==> config.mk <==
export PLATFORM = sky130hd
export DESIGN_NAME = adc_pair_capture
export DESIGN_NICKNAME = d
export VERILOG_FILES = /design/src/rtl/adc_pair_capture.sv
export SDC_FILE = /design/constraint.sdc
export NUM_CORES = 1
export LEC_CHECK = 0
export ABC_CLOCK_PERIOD_IN_PS = 6000
export BUFFER_PORTS_ARGS = -buffer_cell sky130_fd_sc_hd__buf_2
export CAP_MARGIN = 30
export CORE_MARGIN = 2
export CORE_UTILIZATION = 35
export CTS_BUF_LIST = sky130_fd_sc_hd__clkbuf_16
export DETAILED_ROUTE_END_ITERATION = 10
export PLACE_DENSITY = 0.59
export SYNTH_ARGS = -nofsm -noshare
export SYNTH_HDL_FRONTEND = slang
export SYNTH_SLANG_ARGS = --single-unit
==> constraint.sdc <==
create_clock -name ClockFromADC -period 6 [get_ports ClockFromADC]
set_clock_uncertainty 0.1 [all_clocks]
set_input_delay 1.2 -clock ClockFromADC [delete_from_list [all_inputs] [get_ports ClockFromADC]]
set_output_delay 1.2 -clock ClockFromADC [all_outputs]
set_load 0.02 [all_outputs]
==> src/rtl/adc_pair_capture.sv <==
// ADC front-end capture: registers the offset-binary stream, frames it on a SynchrM
// rising edge and writes formatted even/odd sample pairs to the pair buffer RAMs.
//
// state      | meaning
// IDLE       | waiting for a synchronized SynchrM edge with Enable high
// ARMED      | counting down PRE_DELAY samples before sample 0
// CAPTURE    | pairing samples, one RAM write every second cycle
// DONE       | frame complete: FrameDone pulse, then back to IDLE
module adc_pair_capture #(
    parameter int FRAME_PAIRS = 2176,
    parameter int PRE_DELAY   = 0,
    parameter bit SIGNED_OUT  = 1'b1
) (
    input  logic        ClockFromADC,
    input  logic        Reset,
    input  logic        Enable,
    input  logic        SynchrM,
    input  logic [13:0] AdcData,
    input  logic        AdcOvr,
    output logic [13:0] EvenData,
    output logic [13:0] OddData,
    output logic [11:0] PairAddr,
    output logic        PairWe,
    output logic        Busy,
    output logic        FrameDone,
    output logic        OvrSticky,
    output logic        SyncMissed,
    output logic [15:0] FrameCount
);

    localparam logic [1:0] ST_IDLE    = 2'd0;
    localparam logic [1:0] ST_ARMED   = 2'd1;
    localparam logic [1:0] ST_CAPTURE = 2'd2;
    localparam logic [1:0] ST_DONE    = 2'd3;

    localparam logic [7:0]  DELAY_INIT = 8'(PRE_DELAY);
    localparam logic [11:0] LAST_PAIR  = 12'(FRAME_PAIRS - 1);

    logic [1:0]  state;
    logic        sync1, sync2, sync3;
    logic        sync_edge;
    logic [13:0] s1_data;
    logic        s1_ovr;
    logic        s1_bad;
    logic [7:0]  delay_cnt;
    logic [11:0] pair_cnt;
    logic        odd_phase;
    logic [13:0] even_hold;
    logic        done_step;

    function automatic logic [13:0] fmt(input logic [13:0] d);
        if (SIGNED_OUT)
            return {~d[13], d[12:0]};
        return d;
    endfunction

    assign sync_edge = sync2 & ~sync3;
    // Full-scale codes are treated as clipping even when the ADC pin stays low.
    assign s1_bad    = s1_ovr | (s1_data == 14'h0000) | (s1_data == 14'h3FFF);
    assign Busy      = (state == ST_ARMED) || (state == ST_CAPTURE);

    always_ff @(posedge ClockFromADC) begin
        if (!Reset) begin
            state      <= ST_IDLE;
            sync1      <= 1'b0;
            sync2      <= 1'b0;
            sync3      <= 1'b0;
            s1_data    <= 14'h0000;
            s1_ovr     <= 1'b0;
            delay_cnt  <= 8'd0;
            pair_cnt   <= 12'd0;
            odd_phase  <= 1'b0;
            even_hold  <= 14'h0000;
            done_step  <= 1'b0;
            EvenData   <= 14'h0000;
            OddData    <= 14'h0000;
            PairAddr   <= 12'd0;
            PairWe     <= 1'b0;
            FrameDone  <= 1'b0;
            OvrSticky  <= 1'b0;
            SyncMissed <= 1'b0;
            FrameCount <= 16'd0;
        end else begin
            sync1     <= SynchrM;
            sync2     <= sync1;
            sync3     <= sync2;
            s1_data   <= AdcData;
            s1_ovr    <= AdcOvr;
            PairWe    <= 1'b0;
            FrameDone <= 1'b0;

            if (sync_edge && (state != ST_IDLE))
                SyncMissed <= 1'b1;

            case (state)
                ST_IDLE: begin
                    if (sync_edge && Enable) begin
                        state     <= ST_ARMED;
                        delay_cnt <= DELAY_INIT;
                        OvrSticky <= 1'b0;
                        pair_cnt  <= 12'd0;
                        odd_phase <= 1'b0;
                    end
                end
                ST_ARMED: begin
                    if (!Enable)
                        state <= ST_IDLE;
                    else if (delay_cnt == 8'd0)
                        state <= ST_CAPTURE;
                    else
                        delay_cnt <= delay_cnt - 8'd1;
                end
                ST_CAPTURE: begin
                    if (!Enable) begin
                        state <= ST_IDLE;
                    end else begin
                        if (s1_bad)
                            OvrSticky <= 1'b1;
                        if (!odd_phase) begin
                            even_hold <= s1_data;
                            odd_phase <= 1'b1;
                        end else begin
                            PairWe    <= 1'b1;
                            PairAddr  <= pair_cnt;
                            EvenData  <= fmt(even_hold);
                            OddData   <= fmt(s1_data);
                            odd_phase <= 1'b0;
                            if (pair_cnt == LAST_PAIR) begin
                                state     <= ST_DONE;
                                done_step <= 1'b0;
                            end else begin
                                pair_cnt <= pair_cnt + 12'd1;
                            end
                        end
                    end
                end
                ST_DONE: begin
                    // First cycle raises FrameDone, second returns to IDLE.
                    if (!done_step) begin
                        FrameDone  <= 1'b1;
                        FrameCount <= FrameCount + 16'd1;
                        done_step  <= 1'b1;
                    end else begin
                        state <= ST_IDLE;
                    end
                end
                default: state <= ST_IDLE;
            endcase
        end
    end

endmodule

## Yosys cells after proc, flatten, opt, wreduce, memory -nomap -nowiden

Cells that the tools add are included.

- Output and inout port bits: 61
- Word-level logic and storage cells: 104
- Flip-flop bits (word level): 116

- Bitwise logic cells: 8
- $add $sub $neg: 3
- Muxes and demuxes: 36
- Equality and inequality tests: 17
- Reductions and logical operators: 21

Operators with widths:

| operator | number |
|---|---|
| $mux 12 | 4 |
| $mux 14 | 2 |
| $mux 8 | 3 |
| $pmux 12 s2 | 1 |
| $add 16x1->16 const B | 1 |
| $ne 2x2->1 const B | 8 |
| $pmux 8 s2 | 1 |
| $eq 14x14->1 const B | 1 |
| $logic_not 14->1 | 1 |
| $mux 1 | 14 |
| $mux 2 | 7 |
| $add 12x1->12 const B | 1 |
| $eq 12x12->1 const B | 1 |
| $reduce_and 3->1 | 4 |
| $reduce_and 4->1 | 3 |
| $reduce_and 5->1 | 2 |
| $logic_not 8->1 | 1 |
| $pmux 2 s4 | 1 |
| $reduce_bool 2->1 | 4 |
| $sub 8x1->8 const B | 1 |
| $ne 3x2->1 const B | 2 |
| $pmux 1 s2 | 3 |
| $not 1->1 | 5 |
| $eq 2x2->1 const B | 2 |
| 9 further kinds | 12 |

## Logic depth before layout (Yosys ltp)

Gate-level depths: netlist (run 1).

- Depth after elaboration: 6
- Depth in mapped cells: 8
- Gate-level depth less buffers: 6

## Worst setup path before layout (run 1)

Ideal clock, no wire load.

- Path kind: input to register
- Start: in Enable
- End: reg state[0]
- Setup time: 0.086 ns
- Path buffers: 1
- Data required time: 5.814 ns
- Data arrival time: 2.300 ns
- Stages on the path: 5
- Setup slack: 3.514 ns
- Path through: and3b_1 clkbuf_1 a211o_2 a311o_1 a221oi_2

- Cells in the longest elaborated chain, start to end: 3
- Elaborated cells between the ends (all ways): 9
- Those cells by class: eq/ne: 4; mux: 3; reduce/logical: 2

RTL lines:

| what | line | RTL |
|---|---|---|
| from (decl) | 16 | `input logic Enable,` |
| $logic_and 1x1->1 | 97 | `if (sync_edge && Enable) begin` |
| $ne 2x2->1 (no line) | n/a |  |
| $reduce_and 5->1 (no line) | n/a |  |
| to (signal assigned) | 98 | `state <= ST_ARMED;` |
| to (signal assigned) | 107 | `state <= ST_IDLE;` |
| to (signal assigned) | 109 | `state <= ST_CAPTURE;` |
| to (decl) | 39 | `logic [1:0] state;` |

Parallel ways exist; a longest one is shown, timed or not.
A chain may end at the register's enable or synchronous reset.

## Final worst setup path (run 1)

- Start: in Reset
- End: reg pair_cnt[3]

RTL lines:

| what | line | RTL |
|---|---|---|
| from (decl) | 15 | `input logic Reset,` |
| to (signal assigned) | 132 | `pair_cnt <= pair_cnt + 12'd1;` |
| to (decl) | 46 | `logic [11:0] pair_cnt;` |

No word-level cell between the ends.

==> results.md, run 1 <==
* Clk slew on worst S/H paths at 60 ps
* EDFF count, synth at 0
* CP Class: primary input to flop
* Number of global-route vias before repair at 3,951
* Final setup vio count at 0
* Post-synthesis sequential area ratio at 48.4%
* Gates resized, CTS repair at 0
* Post-Route M1 WL at 5.43 mm
* NumNets Final at 653
* Slew headroom at 30.7%
* I/O pins at 80
* Crit path largest cell delay at 530 ps
* Status: finished, final reports clean
* Number of diodes at 0
* First-pass GRT wire length at 19.0 mm
* Die Span X at 121 µm
* Final hold viol count at 0
* Netlist cell types at 54
* GRT overflow at 0
* Post-Syn Instances at 559
* Slew at the pin closest to its max-slew limit at 1030 ps
* Unrepaired setup endpoints after global routing: no
* Min Clock Period, post-route at 2770 ps
* Antenna violations before repair at 0
* Dpl hpwl at 8.03 mm
* Setup TNS at 0 ps
* DIE HEIGHT at 121 µm
* Max Clock Freq at 0.360 GHz
* Setup bufs post-CTS at 0
* Slowest-stage cell, CP: buf_2
* CTS Hold Buffers Added at 0
* CTS tree: yes
* Final period utilization at 46.2%
* # DRC at 0
* PortBufs at 79
* Starting DRT DRC Count at 249
* Vias at 4,172
* Clk_lat worst skew at 420 ps
* Fin. max-slew vios at 0
* Crit-path cells: buf_2 -> inv_2 -> buf_4 -> o41ai_1
* CTS buffer count at 17
* Top sig layer: met4
* Post-synthesis instance area at 4800 µm²
* Starting Density at 36.1%
* Row cnt at 42
* Total power at 1.87 mW
* Crit end category: flop
* Metal2 WL at 5.37 mm
* Synthesized Nets at 586
* Core outline area at 13,300 µm²
* DIE AREA at 14,700 µm²
* Final WL at 11.6 mm
* VDD IR max at 192 µV
* Largest net degree at the start of global routing at 59
* Asr flop ratio synth at 0%
* Root Buffer: clkbuf_16
* Avg Inst Size Synth at 8.58 µm²
* Htree depth at 4
* Max cap viols at 0
* Worst hold path type: flop to flop
* Warnings from Yosys at 0
* WP buf/inv at 3
* Critical Path RT at 6210 ps
* Share of layout cells above drive strength 1 at 18.9%
* Clock Sinks at 116
* Critical Path AT at 2980 ps
* Pwr dens at 320 nW/µm²
* Gpl congestion at 0.886
* Vias per cell at 5.12
* Ys flop type: dfxtp_1
* Largest delay share family, worst path: buffers and inverters
* P_leak at 2.22 nW
* Antenna-violating nets left at 0
* Met3 wire length at 614 µm
* Wire length per cell at 14.2 µm
* Worst-path fanout max at 58
* Fillcell total at 1,363
* Syn-to-layout area delta at 21.6%
* Synth Register Bits at 116
* Clk buf depth at 2
* Crit start category: primary input
* Drt pass-1 iters at 4
* Total GRT Usage at 16.6%
## stage by stage
step / utilization [%] / cell area (µm²) / instances / setup WS [ps] / hold slack (ps)
CTS: 43.9 / 5830 / 815 / 3210 / 331
floorplan: - / 4800 / 559 / 3510 / 311
finish: 43.9 / 5830 / 815 / 3230 / 328
global route: 43.9 / 5830 / 815 / 2990 / 354
global placement: 39.6 / 5260 / 783 / 2890 / 319
detailed placement: 39.6 / 5260 / 783 / 2790 / 323
## cell usage in the layout (no fill, tap or decap), drive strengths merged, types with 12 or more instances in the layout
master  instances
nor4           17
buf            83
or4            12
and2           23
nor2           20
clkbuf         17
a21oi          64
nand2         122
dfxtp         116
inv            17
o21ai          12
## where the power goes
part / internal (mW) / switching [mW]
clock: 0.604 / 0.354
sequential: 0.785 / 0.0139
combinational: 0.0414 / 0.0690
## metal layers
metal / vias to the layer above / track usage [%]
met5: - / 0
met4: 0 / 8.28
met3: 14 / 4.51
met2: 100 / 25.2
met1: 1955 / 21.5
li1: 2103 / -
## sequential cells by signal, indices dropped and copies added (netlist names)
register	cells
PairAddr	12
OddData	14
s1_data	14
delay_cnt	8
EvenData	14
state	2
SyncMissed	1
sync3	1
pair_cnt	12
sync1	1
even_hold	14
sync2	1
odd_phase	1
FrameCount	16
PairWe	1
s1_ovr	1
OvrSticky	1
FrameDone	1
done_step	1
## cells in the mapped netlist (all sizes together), types with 2 or more instances
library cell | n | area [µm²]
xor2 | 5 | 43.8
or3 | 10 | 62.6
nand3 | 10 | 50.1
nor2 | 20 | 75.1
mux2i | 7 | 70.1
or4 | 12 | 90.1
nor2b | 2 | 12.5
buf | 4 | 30.0
nand2b | 5 | 31.3
a31oi | 3 | 18.8
a21oi | 64 | 320
ha | 8 | 100
and4 | 5 | 43.8
and2 | 23 | 144
inv | 14 | 52.6
a211oi | 2 | 15.0
nand2 | 122 | 458
dfxtp | 116 | 2320
o41ai | 3 | 26.3
and3 | 3 | 20.0
o31ai | 7 | 52.6
o21ai | 12 | 60.1
nor4 | 17 | 106
nand3b | 4 | 30.0
o311ai | 4 | 35.0
a311o | 3 | 30.0
nand4b | 3 | 26.3
nand4 | 9 | 56.3
o211ai | 5 | 37.5
xnor2 | 4 | 35.0
clkbuf | 31 | 148
a21boi | 4 | 30.0
nor3 | 2 | 10.0
## final cells by class
type | instances | area [µm²] | area share (%)
Tap cell | 176 | 220 | 3.78
Multi-Input combinational cell | 393 | 2240 | 38.4
Clock inverter | 15 | 143 | 2.45
Clock buffer | 17 | 425 | 7.29
Timing Repair Buffer | 83 | 425 | 7.29
Inverter | 15 | 56.3 | 0.965
Sequential cell | 116 | 2320 | 39.8
## kinds of logic (layout without fill, tap and decap cells)
| group | after synthesis | in the layout | synth area share [%] |
|---|---|---|---|
| simple gates | 251 | 251 | 26.2 |
| mux | 8 | 8 | 1.70 |
| compound gates | 117 | 117 | 15.1 |
| buf+inv | 50 | 130 | 4.88 |
| xor+xnor | 9 | 9 | 1.64 |
| fa+ha+maj | 8 | 8 | 2.09 |
| flops | 116 | 116 | 48.4 |
## path summary, 6_finish.rpt
kind,slack (ps),to,from,cells after the start
setup / recovery,3230,pair_cnt[3],Reset,4
hold / removal,330,sync2,sync1,1
setup reg to reg,3240,pair_cnt[11],state[0],7
hold reg to reg,330,sync2,sync1,1
Power figures use the tool's default switching activity.
==> inputs of run 2 (changes only) <==
ABC_CLOCK_PERIOD_IN_PS = 2550   (was 6000)
PLACE_DENSITY = 0.61   (was 0.59)
clock period = 2.55 ns   (was 6 ns; I/O delays follow)
==> run 2 against run 1 <==
Net effect: design area increased by 1.7%; clock power grew 140%; combinational power is 140% higher.
==> results.md, run 2 (synthesis gave the netlist of run 1 again) <==
* DIE AREA at 14,700 µm²
* Slew at the pin closest to its max-slew limit at 957 ps
* GRT overflow at 0
* Number of diodes at 0
* Max Clock Freq at 0.426 GHz
* P_leak at 2.29 nW
* Crit start category: flop
* Reg2Reg Setup Slack at 200 ps
* Worst hold path type: primary input to flop
* Reg2reg end: pair_cnt[9]
* Setup bufs post-CTS at 0
* First-pass GRT wire length at 19.5 mm
* Largest net degree at the start of global routing at 43
* Min Clock Period, post-route at 2350 ps
* Commonest non-fill, non-tap cells in the layout: 122 x nand2_1, 116 x dfxtp_1, 79 x buf_2
* Fin. max-slew vios at 0
* Wire length per cell at 14.5 µm
* VDD IR max at 452 µV
* Die Span X at 121 µm
* Clock Sinks at 116
* CTS tree: yes
* Drt pass-1 iters at 5
* Vias at 4,294
* # DRC at 0
* Metal2 WL at 5.31 mm
* Top sig layer: met4
* Clock power share at 51.6%
* Met3 wire length at 756 µm
* NumNets Final at 664
* Status: finished, final reports clean
* Crit end category: flop
* Register-to-Register Path Depth at 6
* Largest register FFs at 16
* Critical Path AT at 2540 ps
* Fillcell total at 1,313
* Starting DRT DRC Count at 287
* DIE HEIGHT at 121 µm
* Critical Path RT at 2740 ps
* Total power at 4.45 mW
* Final WL at 11.9 mm
* I/O pins at 80
* Share of layout cells above drive strength 1 at 19.7%
* Largest reg by FF count: FrameCount
* Reg-to-Reg Start: state[0]
* Most common cell after layout, fill and taps aside: nand2_1
* Antenna violations before repair at 0
* CTS Hold Buffers Added at 0
* Switch Pwr at 990 µW
* CTS buffer count at 17
* CP Class: flop to flop
* Hold Crit Depth at 2
* Gates resized, CTS repair at 0
* Row cnt at 42
* Antenna-violating nets left at 0
* Final period utilization at 92.1%
* Hold Startpoint: SynchrM
* Clk_lat worst skew at 410 ps
* Dpl hpwl at 8.36 mm
* PortBufs at 79
* Gpl congestion at 0.893
* Worst-path fanout max at 12
* Seq pwr share at 42.3%
* Final setup vio count at 0
* Setup TNS at 0 ps
* Comb pwr share at 6.0%
* Number of global-route vias before repair at 4,041
* Max cap viols at 0
* Net Sw Frac at 22.3%
* Core outline area at 13,300 µm²
* Final hold viol count at 0
* Clk slew on worst S/H paths at 50 ps
* Pwr dens at 749 nW/µm²
* Syn-to-layout area delta at 23.7%
* Total GRT Usage at 16.9%
* Post-Route M1 WL at 5.63 mm
* Hold endpoint: sync1
* Clk buf depth at 2
* Root Buffer: clkbuf_16
* Unrepaired setup endpoints after global routing: no
* Htree depth at 4
* Slew headroom at 35.8%
* Vias per cell at 5.20
* Starting Density at 36.1%
* Pint at 3.46 mW
## run 2: cell types whose count changed in the layout (fill, tap and decap cells not counted), sizes merged
cell / delta
bufinv: +1
buf: +11
clkinv: +1
clkinvlp: -3
## run 2: critical path: stages (launching register included)
cell	delay, ps
dfxtp_1	320
inv_1	120
ha_1	310
inv_1	140
o211ai_1	730
nor4_1	150
a311o_1	350
## run 2: how the worst max path moves through the flow
stage          depth (start not counted)         from  slack, ps      endpoint
6_report                               6     state[0]        200   pair_cnt[9]
5_1_grt                                6     state[0]         10  pair_cnt[11]
4_1_cts                                6     state[0]        200   pair_cnt[9]
3_5_place_dp                           6     state[0]        220   pair_cnt[9]
3_3_place_gp                           6     state[0]        300   pair_cnt[9]
2_1_floorplan                          6  pair_cnt[7]        260      state[0]
## run 2: final cells by class
type	count	area (µm²)	area share, %
Clock inverter	14	148	2.49
Clock buffer	17	425	7.17
Inverter	15	56.3	0.949
Sequential cell	116	2320	39.1
Multi-Input combinational cell	393	2240	37.8
Tap cell	176	220	3.71
Timing Repair Buffer	94	520	8.77
## run 2: metal layers
metal | vias to the layer above | global-route usage (%)
met2 | 131 | 25.4
met1 | 2014 | 22.2
li1 | 2129 | -
met5 | - | 0
met3 | 20 | 5.36
met4 | 0 | 7.49
## run 2: stage by stage
step	instances	worst slack, ps	area [µm²]	utilization, %	hold slack, ps
floorplan	559	262	4800	-	311
global placement	794	305	5360	40.3	319
detailed placement	794	216	5360	40.3	318
CTS	825	204	5930	44.6	188
global route	825	10.7	5930	44.6	189
finish	825	202	5930	44.6	204
## run 2: power by group through the flow
stage / logic [mW] / registers, mW / clock network (mW)
after CTS: 0.269 / 1.88 / 2.34
after global placement: 0.260 / 1.92 / 0
after detailed placement: 0.268 / 1.92 / 0
final: 0.268 / 1.88 / 2.29
after global routing: 0.306 / 1.89 / 2.43
after floorplan: 0.201 / 1.91 / 0
